File: src/rtl/uart_byte_tx.sv
// rtl/uart_byte_tx.sv - 8N1 UART byte transmitter on a 16x baud tick; even parity bit when UART_TX_PARITY_EN is defined
module uart_byte_tx (
  input  logic       Clk,
  input  logic       Rst_n,
  input  logic [2:0] baud_set,
  input  logic       Send_en,
  input  logic [7:0] data_byte,
  output logic       Rs232_Tx,
  output logic       Tx_Done,
  output logic       uart_state
);

`ifdef UART_TX_PARITY_EN
  localparam logic [7:0] BPS_END = 8'd175;
  typedef enum logic [2:0] {IDLE, START, DATA, PARITY, STOP} state_t;
`else
  localparam logic [7:0] BPS_END = 8'd159;
  typedef enum logic [2:0] {IDLE, START, DATA, STOP} state_t;
`endif

  state_t      state;
  state_t      state_nxt;
  logic [8:0]  bps_dr;
  logic [8:0]  divisor;
  logic [8:0]  div_cnt;
  logic [7:0]  bps_cnt;
  logic [7:0]  tx_data;
  logic        accept;
  logic        tick;
  logic        bit_end;
  logic        tx_nxt;
  logic        done_nxt;
  logic        busy_nxt;

  assign accept  = Send_en && !uart_state;
  assign tick    = uart_state && (div_cnt == divisor);
  assign bit_end = tick && (bps_cnt[3:0] == 4'hF);

  // Divider table shared with the receiver; unused codes fall back to 9600
  always_comb begin
    case (baud_set)
      3'd0:    bps_dr = 9'd324;
      3'd1:    bps_dr = 9'd162;
      3'd2:    bps_dr = 9'd80;
      3'd3:    bps_dr = 9'd53;
      3'd4:    bps_dr = 9'd26;
      default: bps_dr = 9'd324;
    endcase
  end

  // Frame counters; divisor and data are frozen at accept so mid-frame input changes are harmless
  always_ff @(posedge Clk or negedge Rst_n) begin
    if (!Rst_n) begin
      div_cnt <= '0;
      bps_cnt <= '0;
      divisor <= '0;
      tx_data <= '0;
    end else if (accept) begin
      div_cnt <= '0;
      bps_cnt <= '0;
      divisor <= bps_dr;
      tx_data <= data_byte;
    end else if (uart_state) begin
      if (tick) begin
        div_cnt <= '0;
        bps_cnt <= (bps_cnt == BPS_END) ? 8'd0 : bps_cnt + 8'd1;
      end else begin
        div_cnt <= div_cnt + 9'd1;
      end
    end
  end

  // State and registered line/status outputs
  always_ff @(posedge Clk or negedge Rst_n) begin
    if (!Rst_n) begin
      state      <= IDLE;
      Rs232_Tx   <= 1'b1;
      Tx_Done    <= 1'b0;
      uart_state <= 1'b0;
    end else begin
      state      <= state_nxt;
      Rs232_Tx   <= tx_nxt;
      Tx_Done    <= done_nxt;
      uart_state <= busy_nxt;
    end
  end

  // Next state and next line value; the line only changes on 16-tick bit boundaries
  always_comb begin
    state_nxt = state;
    tx_nxt    = Rs232_Tx;
    done_nxt  = 1'b0;
    busy_nxt  = uart_state;
    case (state)
      IDLE: begin
        if (accept) begin
          state_nxt = START;
          tx_nxt    = 1'b0;
          busy_nxt  = 1'b1;
        end
      end
      START: begin
        if (bit_end) begin
          state_nxt = DATA;
          tx_nxt    = tx_data[0];
        end
      end
      DATA: begin
        if (bit_end) begin
          if (bps_cnt[7:4] == 4'd8) begin
`ifdef UART_TX_PARITY_EN
            state_nxt = PARITY;
            tx_nxt    = ^tx_data;
`else
            state_nxt = STOP;
            tx_nxt    = 1'b1;
`endif
          end else begin
            tx_nxt = tx_data[bps_cnt[6:4]];
          end
        end
      end
`ifdef UART_TX_PARITY_EN
      PARITY: begin
        if (bit_end) begin
          state_nxt = STOP;
          tx_nxt    = 1'b1;
        end
      end
`endif
      STOP: begin
        if (tick && (bps_cnt == BPS_END)) begin
          state_nxt = IDLE;
          done_nxt  = 1'b1;
          busy_nxt  = 1'b0;
        end
      end
      default: state_nxt = IDLE;
    endcase
  end

endmodule
File: config.mk
export PLATFORM = sky130hd
export DESIGN_NAME = uart_byte_tx
export DESIGN_NICKNAME = d
export VERILOG_FILES = /design/src/rtl/uart_byte_tx.sv
export SDC_FILE = /design/constraint.sdc
export NUM_CORES = 1
export LEC_CHECK = 0
export ABC_AREA = 1
export CAP_MARGIN = 25
export CORE_UTILIZATION = 55
export DETAILED_ROUTE_END_ITERATION = 8
export HOLD_SLACK_MARGIN = 0.03
export PLACE_DENSITY = 0.88
export SYNTH_ARGS = -nofsm -noshare
export SYNTH_HDL_FRONTEND = slang
export SYNTH_SLANG_ARGS = --single-unit
File: constraint.sdc
create_clock -name Clk -period 2 [get_ports Clk]
set_input_delay 0.4 -clock Clk [delete_from_list [all_inputs] [get_ports Clk]]
set_output_delay 0.4 -clock Clk [all_outputs]
set_load 0.01 [all_outputs]
==> impl_metrics.toml <==
[drt]
drcViolationCount = 0
drt_iter0_drc = 153
drtPass1Iterations = 4
routedWlPerCell_um = 13.0
ant_nets = 0
routed_wl_um = 4460
viasPerCell = 5.53
vias = 1891

[cts]
cts_tree = "built"
numClockSinks = 39
clockRootBuffer = "clkbuf_8"
cts_hold_buf = 0
cts_setup_buffers = 0
htreeDepth = 2
cts_buffers = 5
clk_latency_ns = 0.30
path_clk_slew_ns = 0.08
post_cts_resized = 0
cts_buffer_depth = 2

[pwr]
p_per_area_nw_per_um2 = 1270
p_leak_nw = 1.21
ir_worst_vdd_uv = 730

[floorplan]
die_w_um = 65.1
pin_count = 17
fp.dieArea_um2 = 4240
start_util_pct = 58.5
row_count = 22
coreArea_um2 = 3740
die_y_um = 65.1

[logic_synthesis]
synthCells = 271
ys_dominant_reg_cell = "dfrtp_1"
synthTopCellsByArea = "dfrtp_1, nand2_1, inv_1"
synth_edf_count = 0
yosysWarnings = 0
synth_area_um2 = 2190
ys_top_cells_by_count = "nand2_1, dfrtp_1, inv_1"
yosys.cell_types.count = 34
syn_avg_cell_area_um2 = 8.08
synth_nets = 292
synth_top_area_share_pct = 43.4
synthArstFlopShare_pct = 100
yosysTopAreaCell = "dfrtp_1"
ys_seq_area_share_pct = 44.6
yosysMostFrequentCell = "nand2_1"
ys_seq_elements = 39

[placed_design]
port_buffers = 16
hpwl_um = 3340
place.gp.congestion = 0.851

[sta]
clock.fmax_mhz = 570
worst_slew_pin_slew_ns = 0.478
max_slew_margin_pct = 68.1
hold_viol_final = 0
final.period_utilization_pct = 87.7
tns_ns = 0
maxSlewViolCount = 0
finalSetupViolCount = 0
grt_setup_unrepaired = "false"
clock_skew_ns = 0.00614
min_period_ns = 1.75

[global_route]
use_met2_pct = 43.1
grt_pass1_vias = 1867
grt_pass1_wl_um = 8240
top_usage_layer = "met2"
grt_max_degree = 40
grtUsageMet1_pct = 32.6
use_met3_pct = 4.17
antenna_found_initial = 0
overflow = 0
grt_usage_pct = 25.4

[finish]
areaGrowthSynthToFinish_pct = 14.7
nFillCells = 308
multi_input_area_um2 = 1040
antenna_cells = 0
final_util_pct = 67.1
final-seq-area_um2 = 977
fin_nets = 314
drive_gt1_share_pct = 12.9

[worst_setup_path]
cp_cell_sequence = "clkdlybuf4s50_1"
start_kind = "flip-flop"
worstPathMaxFanout = 2
required_ns = 1.60
crit_buf_inv = 1
path_class = "flip-flop to output port"
critPathTopFamily = "flip-flops"
cpMaxStageDelayCell = "dfstp_2"
arrival_ns = 1.35
critical-path-max-stage-delay_ns = 0.53
cp-end-kind = "output port"

[outcome]
outcome = "completed"

[flow_run]
max_cap_violations = 0

[worst_hold_path]
min_path_type = "input port to async pin"
-- registers in the layout, indices dropped and copies added (netlist names) --
signal and cells:
uart_state 1, state 2, Rs232_Tx 1, bps_cnt 8, tx_data 8, div_cnt 9, Tx_Done 1, divisor 9
-- logic make-up after synthesis --
group,count (synthesis),synth area share (%)
flip-flops,39,44.6
AO/OA/AOI/OAI,31,8.97
buffers and inverters,43,7.77
adder cells (fa/ha/maj),7,4.00
XOR/XNOR,8,3.20
AND/OR/NAND/NOR,143,31.4
-- per-layer routing --
layer  wire length (µm)  up-vias
met5                  0        -
met4                 64        0
met3                238        7
met2               2220       60
met1               1940      906
li1                   -      918
-- through the flow --
stage | cell area, µm² | total power [mW] | std cells | worst slack (ns) | hold WS (ns)
floorplan | 2190 | 2.28 | 271 | 0.588 | 0.104
global placement | 2410 | 2.52 | 334 | 0.276 | 0.456
detailed placement | 2410 | 2.60 | 334 | 0.214 | 0.459
CTS | 2510 | 3.20 | 342 | 0.236 | 0.157
global route | 2510 | 3.46 | 342 | 0.0828 | 0.182
finish | 2510 | 3.20 | 342 | 0.246 | 0.139
-- final cells by class --
| class | count | area share [%] |
|---|---|---|
| Sequential cell | 39 | 38.9 |
| Clock buffer | 7 | 3.83 |
| Clock inverter | 1 | 0.299 |
| Multi-Input combinational cell | 189 | 41.5 |
| Tap cell | 48 | 2.39 |
| Timing Repair Buffer | 19 | 7.07 |
| Inverter | 39 | 6.03 |
-- where the power goes --
group | internal [mW] | switching, mW | total, mW | leakage [nW]
logic | 0.500 | 0.738 | 1.24 | 0.665
clock network | 0.313 | 0.273 | 0.587 | 0.0505
registers | 1.09 | 0.283 | 1.37 | 0.492
-- placed cells by master (no fill, tap or decap), types with 2 or more instances in the layout --
cell             Yosys  routed
o22ai_1              7       7
dfrtp_1             38      38
nand4_1              8       8
xor2_1               4       4
inv_2                4       4
ha_1                 7       7
nor2_4               2       2
o22ai_2              2       2
buf_4                0       3
o21ai_0              7       7
nand2_4              2       2
nor2_1              10      10
xnor2_1              4       4
nand3_2              2       2
nand2_2              5       5
clkbuf_8             0       7
nor2_2               3       3
inv_1               34      34
o21ai_1              5       5
o221ai_1             2       2
nor3_1               3       3
nand2_1             81      81
a21oi_1              4       4
clkdlybuf4s50_1      0      15
nand3_1             23      23
-- path summary, 6_finish.rpt --
check,cells past startpoint,endpoint,from,slack (ns)
worst max-delay path,1,Rs232_Tx,Rs232_Tx,0.25
worst min-delay path,2,divisor[3],Rst_n,0.14
worst max register to register,10,state[0],bps_cnt[0],0.27
worst min register to register,2,tx_data[3],tx_data[3],0.48
max in group asynchronous,2,Rs232_Tx,Rst_n,1.51
min in group Clk,2,tx_data[3],tx_data[3],0.48
No activity file was read; power rests on OpenSTA's default activity.
